[config.mk]
export PLATFORM = sky130hd
export DESIGN_NAME = issue_dispatch_flat
export DESIGN_NICKNAME = d
export VERILOG_FILES = /design/src/rtl/issue_dispatch_pkg.sv /design/src/rtl/issue_dispatch_if.sv /design/src/rtl/issue_dispatch_busy_table.sv /design/src/rtl/issue_dispatch.sv /design/src/flat_wrapper.sv
export SDC_FILE = /design/constraint.sdc
export NUM_CORES = 1
export LEC_CHECK = 0
export CAP_MARGIN = 25
export CORE_MARGIN = 2
export CORE_UTILIZATION = 35
export DETAILED_ROUTE_END_ITERATION = 10
export GPL_ROUTABILITY_DRIVEN = 1
export GPL_TIMING_DRIVEN = 0
export MAX_ROUTING_LAYER = met4
export PLACE_DENSITY = 0.67
export SLEW_MARGIN = 20
export SYNTH_ARGS = -nofsm -noshare
export SYNTH_HDL_FRONTEND = slang
export SYNTH_SLANG_ARGS = --single-unit
[constraint.sdc]
create_clock -name clk -period 3.81 [get_ports clk]
set_input_delay 0.5715 -clock clk [delete_from_list [all_inputs] [get_ports clk]]
set_output_delay 0.5715 -clock clk [all_outputs]
set_load 0.05 [all_outputs]
[src/rtl/issue_dispatch_pkg.sv]
// Shared types, sizes and the free-slot picker for the dispatch stage.
package issue_dispatch_pkg;

   localparam int unsigned NUM_SLOTS = 8;
   localparam int unsigned NUM_REGS  = 32;
   localparam int unsigned REG_W     = $clog2(NUM_REGS);
   localparam int unsigned OPC_W     = 7;

   typedef logic [REG_W-1:0] reg_t;

   typedef struct packed {
      logic [OPC_W-1:0] opcode;
      reg_t             src1;
      reg_t             src2;
      reg_t             dest;
   } uop_t;

   typedef struct packed {
      logic [NUM_SLOTS-1:0] onehot;
      logic                 found;
   } free_t;

   typedef enum logic {
      ST_EMPTY = 1'b0,
      ST_FULL  = 1'b1
   } stage_e;

   function automatic free_t lowest_free(input logic [NUM_SLOTS-1:0] occ);
      free_t r;
      r.onehot = '0;
      r.found  = 1'b0;
      for (int unsigned i = 0; i < NUM_SLOTS; i++) begin
         if (!occ[i] && !r.found) begin
            r.onehot[i] = 1'b1;
            r.found     = 1'b1;
         end
      end
      return r;
   endfunction

endpackage

[src/rtl/issue_dispatch_if.sv]
// Upstream uop handshake, issue-slot write bus and wakeup broadcast.
interface issue_dispatch_if;
   import issue_dispatch_pkg::*;

   logic                 in_valid;
   logic                 in_ready;
   logic [OPC_W-1:0]     in_opcode;
   reg_t                 in_src1;
   reg_t                 in_src2;
   reg_t                 in_dest;
   logic [NUM_SLOTS-1:0] slot_valid;
   logic                 wakeup_valid;
   reg_t                 wakeup_dest;
   logic [NUM_SLOTS-1:0] slot_we;
   logic [OPC_W-1:0]     slot_opcode;
   reg_t                 slot_src1;
   reg_t                 slot_src2;
   reg_t                 slot_dest;
   logic                 slot_src1_rdy;
   logic                 slot_src2_rdy;
   logic                 iq_full;

   modport master (
      output in_valid, in_opcode, in_src1, in_src2, in_dest,
             slot_valid, wakeup_valid, wakeup_dest,
      input  in_ready, slot_we, slot_opcode, slot_src1, slot_src2, slot_dest,
             slot_src1_rdy, slot_src2_rdy, iq_full
   );

   modport slave (
      input  in_valid, in_opcode, in_src1, in_src2, in_dest,
             slot_valid, wakeup_valid, wakeup_dest,
      output in_ready, slot_we, slot_opcode, slot_src1, slot_src2, slot_dest,
             slot_src1_rdy, slot_src2_rdy, iq_full
   );

endinterface

[src/rtl/issue_dispatch_busy_table.sv]
// Busy-register scoreboard: set by dispatched dests, cleared by wakeups,
// with two read ports that see a same-cycle wakeup as ready.
module issue_dispatch_busy_table
   import issue_dispatch_pkg::*;
(
   input  logic clk,
   input  logic reset,
   input  logic i_flush,
   input  logic i_set_en,
   input  reg_t i_set_addr,
   input  logic i_clr_en,
   input  reg_t i_clr_addr,
   input  reg_t i_rd1_addr,
   input  reg_t i_rd2_addr,
   output logic o_rd1_rdy,
   output logic o_rd2_rdy
);

   logic [NUM_REGS-1:0] r_busy;
   logic [NUM_REGS-1:0] w_busy_nxt;

   // Set is applied after clear so a new producer wins over an old result.
   always_comb begin
      w_busy_nxt = r_busy;
      if (i_clr_en && (i_clr_addr != '0))
         w_busy_nxt[i_clr_addr] = 1'b0;
      if (i_set_en && (i_set_addr != '0))
         w_busy_nxt[i_set_addr] = 1'b1;
      if (i_flush)
         w_busy_nxt = '0;
   end

   always_ff @(posedge clk or negedge reset) begin
      if (!reset)
         r_busy <= '0;
      else
         r_busy <= w_busy_nxt;
   end

   always_comb begin
      o_rd1_rdy = (i_rd1_addr == '0) || !r_busy[i_rd1_addr] ||
                  (i_clr_en && (i_clr_addr == i_rd1_addr));
      o_rd2_rdy = (i_rd2_addr == '0) || !r_busy[i_rd2_addr] ||
                  (i_clr_en && (i_clr_addr == i_rd2_addr));
   end

endmodule

[src/rtl/issue_dispatch.sv]
// Dispatch stage: one-entry staging register feeding the lowest free
// issue slot, with scoreboard-derived source readiness and a stall counter.
module issue_dispatch
   import issue_dispatch_pkg::*;
(
   input  logic              clk,
   input  logic              reset,
   input  logic              kill,
   issue_dispatch_if.slave   bus,
   output logic [15:0]       stall_cnt
);

   stage_e      r_state;
   stage_e      w_state_nxt;
   uop_t        r_uop;
   uop_t        w_out;
   free_t       w_free;
   logic        w_write_fire;
   logic        w_accept;
   logic        w_blocked;
   logic        w_src1_rdy;
   logic        w_src2_rdy;
   logic [15:0] r_stall_cnt;

   always_comb begin
      w_free       = lowest_free(bus.slot_valid);
      w_write_fire = (r_state == ST_FULL) && !kill && w_free.found;
      w_blocked    = (r_state == ST_FULL) && !kill && !w_free.found;
      bus.in_ready = !kill && ((r_state == ST_EMPTY) || w_write_fire);
      w_accept     = bus.in_valid && bus.in_ready;
      bus.slot_we  = w_write_fire ? w_free.onehot : '0;
      bus.iq_full  = &bus.slot_valid;
   end

   always_comb begin
      w_state_nxt = r_state;
      if (kill)
         w_state_nxt = ST_EMPTY;
      else if (w_accept)
         w_state_nxt = ST_FULL;
      else if (w_write_fire)
         w_state_nxt = ST_EMPTY;
   end

   always_ff @(posedge clk or negedge reset) begin
      if (!reset) begin
         r_state <= ST_EMPTY;
         r_uop   <= '0;
      end else begin
         r_state <= w_state_nxt;
         if (w_accept)
            r_uop <= '{opcode: bus.in_opcode, src1: bus.in_src1,
                       src2: bus.in_src2, dest: bus.in_dest};
      end
   end

   // Zeroed fields while empty also make the readiness ports report 1.
   always_comb begin
      w_out             = (r_state == ST_FULL) ? r_uop : '0;
      bus.slot_opcode   = w_out.opcode;
      bus.slot_src1     = w_out.src1;
      bus.slot_src2     = w_out.src2;
      bus.slot_dest     = w_out.dest;
      bus.slot_src1_rdy = w_src1_rdy;
      bus.slot_src2_rdy = w_src2_rdy;
   end

   issue_dispatch_busy_table u_busy (
      .clk        (clk),
      .reset      (reset),
      .i_flush    (kill),
      .i_set_en   (w_write_fire),
      .i_set_addr (r_uop.dest),
      .i_clr_en   (bus.wakeup_valid),
      .i_clr_addr (bus.wakeup_dest),
      .i_rd1_addr (w_out.src1),
      .i_rd2_addr (w_out.src2),
      .o_rd1_rdy  (w_src1_rdy),
      .o_rd2_rdy  (w_src2_rdy)
   );

   always_ff @(posedge clk or negedge reset) begin
      if (!reset)
         r_stall_cnt <= '0;
      else if (w_blocked && (r_stall_cnt != '1))
         r_stall_cnt <= r_stall_cnt + 16'd1;
   end

   assign stall_cnt = r_stall_cnt;

endmodule

[src/flat_wrapper.sv]
// flat-port wrapper written by rule: the top's interface ports become plain ports
module issue_dispatch_flat import issue_dispatch_pkg::*;
  (clk, reset, kill, stall_cnt, bus_in_valid, bus_in_opcode, bus_in_src1, bus_in_src2, bus_in_dest, bus_slot_valid, bus_wakeup_valid, bus_wakeup_dest, bus_in_ready, bus_slot_we, bus_slot_opcode, bus_slot_src1, bus_slot_src2, bus_slot_dest, bus_slot_src1_rdy, bus_slot_src2_rdy, bus_iq_full);
  issue_dispatch_if bus_i ();
  input  logic clk;
  input  logic reset;
  input  logic kill;
  output logic [15:0] stall_cnt;
  input wire logic [$bits(bus_i.in_valid)-1:0] bus_in_valid;
  input wire logic [$bits(bus_i.in_opcode)-1:0] bus_in_opcode;
  input wire logic [$bits(bus_i.in_src1)-1:0] bus_in_src1;
  input wire logic [$bits(bus_i.in_src2)-1:0] bus_in_src2;
  input wire logic [$bits(bus_i.in_dest)-1:0] bus_in_dest;
  input wire logic [$bits(bus_i.slot_valid)-1:0] bus_slot_valid;
  input wire logic [$bits(bus_i.wakeup_valid)-1:0] bus_wakeup_valid;
  input wire logic [$bits(bus_i.wakeup_dest)-1:0] bus_wakeup_dest;
  output wire logic [$bits(bus_i.in_ready)-1:0] bus_in_ready;
  output wire logic [$bits(bus_i.slot_we)-1:0] bus_slot_we;
  output wire logic [$bits(bus_i.slot_opcode)-1:0] bus_slot_opcode;
  output wire logic [$bits(bus_i.slot_src1)-1:0] bus_slot_src1;
  output wire logic [$bits(bus_i.slot_src2)-1:0] bus_slot_src2;
  output wire logic [$bits(bus_i.slot_dest)-1:0] bus_slot_dest;
  output wire logic [$bits(bus_i.slot_src1_rdy)-1:0] bus_slot_src1_rdy;
  output wire logic [$bits(bus_i.slot_src2_rdy)-1:0] bus_slot_src2_rdy;
  output wire logic [$bits(bus_i.iq_full)-1:0] bus_iq_full;
  assign bus_i.in_valid = bus_in_valid;
  assign bus_i.in_opcode = bus_in_opcode;
  assign bus_i.in_src1 = bus_in_src1;
  assign bus_i.in_src2 = bus_in_src2;
  assign bus_i.in_dest = bus_in_dest;
  assign bus_i.slot_valid = bus_slot_valid;
  assign bus_i.wakeup_valid = bus_wakeup_valid;
  assign bus_i.wakeup_dest = bus_wakeup_dest;
  assign bus_in_ready = bus_i.in_ready;
  assign bus_slot_we = bus_i.slot_we;
  assign bus_slot_opcode = bus_i.slot_opcode;
  assign bus_slot_src1 = bus_i.slot_src1;
  assign bus_slot_src2 = bus_i.slot_src2;
  assign bus_slot_dest = bus_i.slot_dest;
  assign bus_slot_src1_rdy = bus_i.slot_src1_rdy;
  assign bus_slot_src2_rdy = bus_i.slot_src2_rdy;
  assign bus_iq_full = bus_i.iq_full;
  issue_dispatch u_core (.clk(clk), .reset(reset), .kill(kill), .bus(bus_i), .stall_cnt(stall_cnt));
endmodule
==> results of run 1 <==
[state kept, by name, indices dropped and copies added (netlist names)]
register and flops:
u_core.u_busy.r_busy 31, u_core.r_uop 22, u_core.stall_cnt 16, u_core.r_state 1
[repair_timing]
item                       CTS  global route
hold buffers                 0             0
gates resized for setup      0             3
setup endpoints to repair    0            11
[per-layer routing]
metal | wire, um | up-vias | GRT usage [%]
met5 | 0 | - | -
met4 | 303 | 0 | 5.703
met3 | 948 | 23 | 5.377
met2 | 5652 | 161 | 30.86
met1 | 5808 | 1897 | 27.64
li1 | - | 1775 | -
[report_power, final]
group | switching (mW) | total (mW) | internal, mW
registers | 0.0297 | 0.811 | 0.781
logic | 0.269 | 0.474 | 0.205
clock network | 0.329 | 0.971 | 0.642
total | 0.628 | 2.26 | 1.63
[cell usage after synthesis, types with 5 or more instances]
master | instances | area, sq um
xnor2_1 | 13 | 113.9
nor3_1 | 7 | 35.03
and2_1 | 19 | 118.9
dfrtp_1 | 70 | 1752
nand3b_1 | 9 | 67.56
o21ai_0 | 42 | 210.2
xor2_1 | 8 | 70.07
nor3b_1 | 9 | 67.56
nand2_1 | 50 | 187.7
mux2i_1 | 7 | 70.07
mux2_4 | 20 | 300.3
nor2_1 | 13 | 48.80
nand3_1 | 8 | 40.04
a22oi_1 | 5 | 37.54
nand4_1 | 9 | 56.30
a21oi_1 | 37 | 185.2
inv_1 | 8 | 30.03
mux2_2 | 7 | 78.83
clkbuf_1 | 17 | 63.81
buf_2 | 6 | 30.03
mux4_2 | 6 | 135.1
[cells by family (layout without fill, tap and decap cells)]
family | after synthesis | count (layout) | synth area share, %
buf+inv | 37 | 139 | 4.849
flops | 70 | 70 | 40.40
simple gates | 156 | 156 | 21.39
mux | 40 | 40 | 13.48
compound gates | 112 | 112 | 15.35
fa+ha+maj | 1 | 1 | 0.2886
xor+xnor | 21 | 21 | 4.243
[layout make-up]
cell class	count	area [sq um]	share of cell area, %
clock inverters	5	106.4	1.845
multi-input cells	330	2374	41.18
flip-flops and latches	70	1752	30.39
inverters	8	30.03	0.5209
well taps	168	210.2	3.647
clock buffers	11	232.7	4.037
repair buffers	86	878.3	15.24
plain buffers	29	181.4	3.147
[how the worst min path moves through the flow]
| stage | from | end | slack [ps] | cells past startpoint |
|---|---|---|---|---|
| global placement | u_core.stall_cnt[9] | u_core.stall_cnt[9] | 470 | 1 |
| floorplan | reset | u_core.r_state | 280 | 0 |
| CTS | reset | u_core.r_uop[4] | 110 | 1 |
| global route | reset | u_core.r_uop[4] | 120 | 1 |
| finish | reset | u_core.r_uop[4] | 110 | 1 |
| detailed placement | reset | u_core.r_uop[7] | 470 | 1 |
[stage by stage]
| stage | hold WS (ps) | utilization (%) | total power [mW] | instance area, sq um | instances |
|---|---|---|---|---|---|
| 2_1_floorplan | 275.9 | - | 1.124 | 4335 | 437 |
| 3_3_place_gp | 473.3 | 44.74 | 1.284 | 5396 | 690 |
| 3_5_place_dp | 468.1 | 44.95 | 1.294 | 5421 | 691 |
| 4_1_cts | 114.7 | 47.76 | 2.271 | 5761 | 707 |
| 5_1_grt | 117.5 | 47.79 | 2.342 | 5764 | 707 |
| 6_report | 105.0 | 47.79 | 2.256 | 5764 | 707 |
==> impl_metrics.csv, run 1 <==
group,metric,value,unit
logic_synthesis,synth_warnings,0,
clocking,cts.path.max_buffers,2,
critical_path,arrival,3040,ps
floorplan,core-area,12060,sq um
floorplan,dieHeight,115.3,um
timing,slew_violations,0,
logic_synthesis,syn_area,4335,sq um
drt,routed_via_density,5.454,
timing,fin_skew,7.475,ps
critical_path,path_depth,7,
pwr,max-vdd-ir-drop,0.0001963,V
floorplan,die_w,115.3,um
critical_path,reg2reg_to,"u_core.u_busy.r_busy[28]",
timing,setup_viol,0,
timing,min_period_over_period,94.82,%
critical_path,startpoint,"u_core.r_state",
flow_run,drv_cap,0,
timing,worstMarginPinSlew,868.0,ps
placed_design,dp_hpwl,9.061,mm
worst_hold_path,min_path_type,"in -> async",
timing,period_minus_slack,3613,ps
drt,wl_per_cell,17.98,um
logic_synthesis,synthArstFlopShare,100.0,%
grt,grt_overflow,0,
floorplan,rows,40,
critical_path,path_max_fanout,10,
drt,wirelength,12.71,mm
critical_path,r2r_slack,1890,ps
drt,drtIter0Drc,278,
floorplan,dieArea,13290,sq um
timing,maxSlewHeadroom,41.69,%
grt,grt_pass1_vias,3940,
floorplan,io_pins,90,
critical_path,crit_buf_inv,2,
timing,fmax,0.2768,GHz
clocking,post_cts_buffers,0,
cells_and_area,diodes,0,
grt,antenna_found_initial,0,
timing,finalSetupTns,0,ps
critical_path,slowest_stage,"clkdlybuf4s50_1",
critical_path,slowest_delay,820,ps
critical_path,crit_family,"buffers and inverters",
clocking,numClockSinks,70,
logic_synthesis,synthesis.nets,478,
logic_synthesis,syn_avg_cell_area,9.921,sq um
cells_and_area,final_common_cell,"clkdlybuf4s50_1",
drt,firstDrtPassIters,5,
logic_synthesis,synthCells,437,
clocking,insertion_delay,340,ps
placed_design,place_congestion,0.9643,
pwr,p_leak,2.310,nW
critical_path,reg2reg_depth,5,
clocking,cts_made_buffers,9,
critical_path,endpoint_kind,"output pin",
logic_synthesis,synth-main-ff-cell,"dfrtp_1",
timing,fin_ws,197.3,ps
timing,finalHoldViolations,0,
grt,grt_max_degree,55,
cells_and_area,layout.nets,575,
critical_path,required,3240,ps
pwr,powerDensity,391.4,nW/um^2
cells_and_area,layout_common_cells,"clkdlybuf4s50_1 (83), dfrtp_1 (70), nand2_1 (50)",
critical_path,crit_path_end,"bus_slot_src1_rdy",
floorplan,start_util,35.94,%
placed_design,io_buffers,85,
logic_synthesis,ys_ff_latch,70,
drt,num_vias,3856,
critical_path,startpoint_type,"register",
logic_synthesis,synth_edf_count,0,
logic_synthesis,ys_types,65,
cells_and_area,drive_gt1_share,14.84,%
critical_path,crit_type,"reg -> out",
clocking,htreeDepth,3,
clocking,path_clk_slew,60,ps
grt,grt_usage,20.59,%
clocking,root_buffer,"clkbuf_16",
outcome,status,"completed",
drt,route.detailed.drc,0,
grt,grt_pass1_wl,20.49,mm
timing,rsz0062_at_grt,"no",
placed_design,dp_slack,104.9,ps
cells_and_area,syn2layout_area_growth,32.96,%
logic_synthesis,ys_seq_area_share,40.40,%
drt,ant_nets,0,
critical_path,r2r_start,"u_core.r_state",
cells_and_area,fillers,1166,
clocking,cts_tree,"built",
critical_path,cp_cell_sequence,"clkbuf_1 > nand2_1 > o22ai_1 > a22o_1 > nand3b_1 > nand4_1 > clkdlybuf4s50_1",
(Power assumes the default switching activity.)
==> inputs of run 2 (changes only) <==
--- a/config.mk
+++ b/config.mk
@@ -14,4 +14,5 @@
 export MAX_ROUTING_LAYER = met4
 export PLACE_DENSITY = 0.67
+export SKIP_CTS_REPAIR_TIMING = 1
 export SLEW_MARGIN = 20
 export SYNTH_ARGS = -nofsm -noshare
==> constraint.sdc (replaced) <==
create_clock -name clk -period 3.9 [get_ports clk]
set_input_delay 0.78 -clock clk [delete_from_list [all_inputs] [get_ports clk]]
set_output_delay 0.78 -clock clk [all_outputs]
set_load 0.05 [all_outputs]
==> impl_metrics.csv, run 2 (synthesized netlist as in run 1, its figures left out) <==
group,metric,value,unit
timing,fin_skew,7.089,ps
grt,grt_pass1_wl,20.49,mm
pwr,p_comb_share,21.0,%
cells_and_area,diodes,0,
critical_path,crit_type,"in -> out",
floorplan,rows,40,
grt,antenna_found_initial,0,
critical_path,slowest_delay,480,ps
clocking,root_buffer,"clkbuf_16",
pwr,max-vdd-ir-drop,0.0001922,V
placed_design,dp_hpwl,9.061,mm
timing,slew_violations,0,
drt,wl_per_cell,17.92,um
critical_path,slowest_stage,"clkdlybuf4s50_1",
critical_path,crit_family,"buffers and inverters",
cells_and_area,final_common_cell,"clkdlybuf4s50_1",
pwr,p_leak,2.329,nW
placed_design,io_buffers,85,
critical_path,arrival,2950,ps
cells_and_area,layout.nets,575,
pwr,pwr-share-seq,35.9,%
flow_run,drv_cap,0,
pwr,switchingPower,0.6137,mW
floorplan,dieHeight,115.3,um
worst_hold_path,min_path_type,"in -> async",
clocking,cts_tree,"built",
drt,wirelength,12.67,mm
cells_and_area,multi_input_area,2374,sq um
critical_path,path_max_fanout,10,
pwr,sw_frac_of_total,27.84,%
pwr,clkPwrFrac,43.1,%
drt,drtIter0Drc,313,
timing,maxSlewHeadroom,38.97,%
critical_path,startpoint_type,"primary input",
pwr,powerDensity,382.1,nW/um^2
cells_and_area,drive_gt1_share,14.84,%
drt,ant_nets,0,
clocking,htreeDepth,3,
clocking,numClockSinks,70,
grt,grt_pass1_vias,3940,
pwr,p_int,1.591,mW
grt,grt_overflow,0,
floorplan,io_pins,90,
floorplan,core-area,12060,sq um
critical_path,cp_cell_sequence,"clkdlybuf4s50_1 > buf_2 > nor2b_1 > nand2_1 > o21ai_0 > a22oi_1 > o32ai_1 > dlymetal6s2s_1",
clocking,cts.path.max_buffers,2,
cells_and_area,layout_common_cells,"clkdlybuf4s50_1 (81), dfrtp_1 (70), nand2_1 (50)",
cells_and_area,regArea,1752,sq um
timing,period_minus_slack,3733,ps
drt,firstDrtPassIters,5,
drt,num_vias,3840,
grt,grt_usage,20.59,%
drt,route.detailed.drc,0,
grt,grt_max_degree,55,
timing,rsz0062_at_grt,"no",
critical_path,endpoint_kind,"output pin",
cells_and_area,top_register,"u_core.u_busy.r_busy",
timing,setup_viol,0,
clocking,path_clk_slew,60,ps
clocking,insertion_delay,340,ps
cells_and_area,fillers,1164,
outcome,status,"completed",
critical_path,required,3120,ps
clocking,cts_made_buffers,9,
timing,min_period_over_period,95.71,%
timing,finalHoldViolations,0,
cells_and_area,fin_cells,707,
placed_design,place_congestion,0.9643,
critical_path,crit_buf_inv,3,
placed_design,dp_cells,691,
timing,worstMarginPinSlew,908.4,ps
cells_and_area,syn2layout_area_growth,33.07,%
cells_and_area,largest_reg_flops,31,
floorplan,die_w,115.3,um
timing,fmax,0.2679,GHz
floorplan,start_util,35.94,%
floorplan,dieArea,13290,sq um
timing,hold_slack,314.0,ps
drt,routed_via_density,5.431,
## run 2: cell types whose count changed in the layout (fill, tap and decap cells not counted), sizes merged
cell,change
clkdlybuf4s50,-2
dlymetal6s2s,+2
## run 2: power groups by stage
stage | clock [mW] | combinational, mW | sequential (mW)
finish | 0.950 | 0.462 | 0.792
floorplan | 0 | 0.303 | 0.796
detailed placement | 0 | 0.459 | 0.805
global placement | 0 | 0.451 | 0.804
global route | 0.997 | 0.493 | 0.798
CTS | 0.964 | 0.462 | 0.793
## run 2: layer usage
layer	global-route usage [%]	vias to the layer above	share of wire, %
met3	5.377	21	8.4
met4	5.703	0	2.2
li1	-	1775	-
met2	30.86	183	45
met5	-	-	0
met1	27.64	1861	45
## run 2: path summary, 6_finish.rpt
check	startpoint	endpoint	slack, ps	cells after the start
worst max-delay path	bus_wakeup_dest[3]	bus_slot_src2_rdy	170	8
min in group clk	u_core.stall_cnt[9]	u_core.stall_cnt[9]	480	1
max in group asynchronous	reset	u_core.r_uop[10]	3030	2
worst max register to register	u_core.r_state	u_core.u_busy.r_busy[28]	1950	5
worst min register to register	u_core.stall_cnt[9]	u_core.stall_cnt[9]	480	1
worst min-delay path	reset	u_core.r_uop[4]	310	1
## run 2: through the flow
step / setup WS, ps / utilization, % / area, sq um / power (mW) / TNS, ps
2_1_floorplan: 405.2 / - / 4335 / 1.098 / 0
5_1_grt: 8.636 / 47.83 / 5769 / 2.288 / 0
4_1_cts: -233.0 / 47.76 / 5761 / 2.218 / -380.8
3_3_place_gp: -412.6 / 44.74 / 5396 / 1.254 / -28690
3_5_place_dp: -222.1 / 44.95 / 5421 / 1.264 / -222.1
6_report: 167.2 / 47.83 / 5769 / 2.205 / 0
## run 2: area by class of cell
cell class | instances | share of cell area (%)
Sequential cell | 70 | 30.36
Clock inverter | 5 | 1.843
Multi-Input combinational cell | 330 | 41.14
Tap cell | 168 | 3.643
Timing Repair Buffer | 86 | 15.31
Clock buffer | 11 | 4.034
Buffer | 29 | 3.145
Inverter | 8 | 0.5205
==> inputs of run 3 (changes only) <==
PLACE_DENSITY = 0.68   (was 0.67)
SYNTH_HIERARCHICAL = 1   (was unset)
==> impl_metrics.csv, run 3 <==
group,metric,value,unit
outcome,status,"completed",
logic_synthesis,synth_warnings,6,
logic_synthesis,synth_common_cells,"dfrtp_1 (71), nand2_1 (41), a21oi_1 (35)",
logic_synthesis,ys_types,46,
logic_synthesis,syn_area,4069,sq um
cells_and_area,diodes,0,
cells_and_area,layout.nets,534,
critical_path,reg2reg_depth,5,
drt,ant_nets,0,
pwr,p_leak,2.168,nW
timing,fin_skew,6.607,ps
clocking,cts_tree,"built",
logic_synthesis,ys_seq_area_share,43.67,%
pwr,p_total,2.020,mW
cells_and_area,fillers,1061,
critical_path,endpoint_kind,"output pin",
placed_design,dpl_cell_area,5134,sq um
flow_run,drv_cap,0,
timing,setup_viol,0,
floorplan,core-area,11370,sq um
pwr,powerDensity,370.6,nW/um^2
logic_synthesis,synthCells,395,
critical_path,startpoint,"kill",
timing,fin_ws,153.1,ps
cells_and_area,largest_reg_flops,32,
clocking,htreeDepth,3,
cells_and_area,fin_area,5451,sq um
critical_path,required,3120,ps
cells_and_area,final_common_cell,"clkdlybuf4s50_1",
placed_design,dp_hpwl,7.704,mm
timing,rsz0062_at_grt,"no",
drt,route.detailed.drc,0,
floorplan,dieHeight,111.8,um
logic_synthesis,syn_avg_cell_area,10.30,sq um
placed_design,io_buffers,86,
timing,period_minus_slack,3747,ps
drt,wirelength,10.83,mm
clocking,numClockSinks,71,
critical_path,r2r_start,"u_core/stall_cnt[0]",
floorplan,die_w,111.8,um
floorplan,dieArea,12500,sq um
clocking,cts.path.max_buffers,2,
placed_design,dp_slack,-164.6,ps
floorplan,io_pins,90,
floorplan,start_util,35.79,%
drt,wl_per_cell,16.90,um
logic_synthesis,synth_most_common_cell,"dfrtp_1",
grt,grt_max_degree,49,
critical_path,path_max_fanout,9,
grt,grt_pass1_wl,18.02,mm
timing,slew_violations,0,
critical_path,reg2reg_to,"u_core/stall_cnt[12]",
critical_path,r2r_slack,2090,ps
logic_synthesis,synthArstFlopShare,100.0,%
drt,firstDrtPassIters,5,
timing,finalHoldViolations,0,
clocking,path_clk_slew,60,ps
grt,antenna_found_initial,0,
logic_synthesis,synthTopCellsByArea,"dfrtp_1 (44%), mux2_2 (6.9%), mux4_1 (5.2%)",
logic_synthesis,ys_ff_latch,71,
critical_path,crit_type,"in -> out",
worst_hold_path,min_path_type,"in -> async",
critical_path,arrival,2970,ps
timing,finalSetupTns,0,ps
clocking,cts_made_buffers,9,
logic_synthesis,synth-main-ff-cell,"dfrtp_1",
critical_path,crit_path_end,"bus_slot_we[7]",
timing,fmax,0.2669,GHz
timing,min_period_over_period,96.07,%
drt,num_vias,3519,
drt,drtIter0Drc,257,
cells_and_area,syn2layout_area_growth,33.98,%
floorplan,rows,39,
logic_synthesis,synth_edf_count,0,
clocking,insertion_delay,330,ps
logic_synthesis,synth_top_area_cell,"dfrtp_1",
pwr,max-vdd-ir-drop,0.0002328,V
drt,routed_via_density,5.490,
grt,grt_usage,18.43,%
grt,grt_pass1_vias,3576,
cells_and_area,post-route-util,47.95,%
logic_synthesis,synthesis.nets,436,
placed_design,place_congestion,0.9032,
timing,worstMarginPinSlew,623.9,ps
grt,grt_overflow,0,
clocking,root_buffer,"clkbuf_16",
cells_and_area,drive_gt1_share,15.06,%
logic_synthesis,synth_top_area_share,43.67,%
timing,maxSlewHeadroom,58.25,%
critical_path,startpoint_type,"primary input",
cells_and_area,layout_common_cells,"clkdlybuf4s50_1 (83), dfrtp_1 (70), nand2_1 (41)",
cells_and_area,top_register,"u_core/u_busy/r_busy",
==> run 3: changes by cell type after synthesis, moves of 8 or more <==
cell,previous run,this run
nand2_1,50,41
mux2_4,20,1
nor2_1,13,23
o21ai_0,42,33
mux4_1,0,8
mux2_2,7,25
nand3_1,8,22
==> run 3: how the worst min path moves through the flow <==
stage          cells after the start  slack [ps]              from               end
2_1_floorplan                      1         470  u_core/r_uop[14]  u_core/r_uop[14]
3_3_place_gp                       1         480   u_core/r_uop[5]   u_core/r_uop[5]
3_5_place_dp                       1         490  u_core/r_uop[12]  u_core/r_uop[12]
4_1_cts                            1         360             reset  u_core/r_uop[20]
5_1_grt                            1         380             reset  u_core/r_uop[20]
6_report                           1         360             reset  u_core/r_uop[20]
==> run 3: cell type report <==
cell class	count	area, sq um	area share, %
buffer	20	113.9	2.089
clock buffer	11	242.7	4.453
clock inverter	5	81.33	1.492
inverter	2	7.507	0.1377
multi-input combinational	302	2173	39.87
sequential	71	1778	32.61
tap	143	178.9	3.282
timing repair buffer	87	875.8	16.07
==> run 3: logic make-up (layout without fill, tap and decap cells) <==
| kind of cell | Yosys count | after routing | synth area share, % |
|---|---|---|---|
| compound gates | 81 | 81 | 10.86 |
| xor+xnor | 20 | 20 | 4.305 |
| fa+ha+maj | 1 | 1 | 0.3075 |
| buf+inv | 22 | 125 | 2.921 |
| flops | 71 | 71 | 43.67 |
| mux | 44 | 44 | 17.37 |
| simple gates | 156 | 156 | 20.57 |
==> run 3: metal layers <==
metal	global-route usage, %	vias up	wire length, um
li1	-	1623	-
met1	25.33	1736	5008
met2	28.16	151	4980
met3	3.702	9	753
met4	4.609	0	89
met5	-	-	0
==> run 3: through the flow <==
| stage | hold WS (ps) | std cells |
|---|---|---|
| floorplan | 472.8 | 395 |
| global placement | 480.7 | 624 |
| detailed placement | 489.4 | 625 |
| CTS | 359.5 | 641 |
| global route | 380.2 | 641 |
| finish | 355.9 | 641 |
==> run 3: where the power goes <==
| group | internal (mW) | leakage [nW] | switching (mW) |
|---|---|---|---|
| logic | 0.140 | 1.07 | 0.194 |
| registers | 0.774 | 0.940 | 0.0223 |
| clock network | 0.578 | 0.156 | 0.312 |
==> run 3: critical path, cell delays in order <==
cell             delay (ps)
clkdlybuf4s50_1         640
nand2b_4                280
nor2_1                  140
nand3_1                 110
nor3b_1                 180
clkdlybuf4s50_1         830
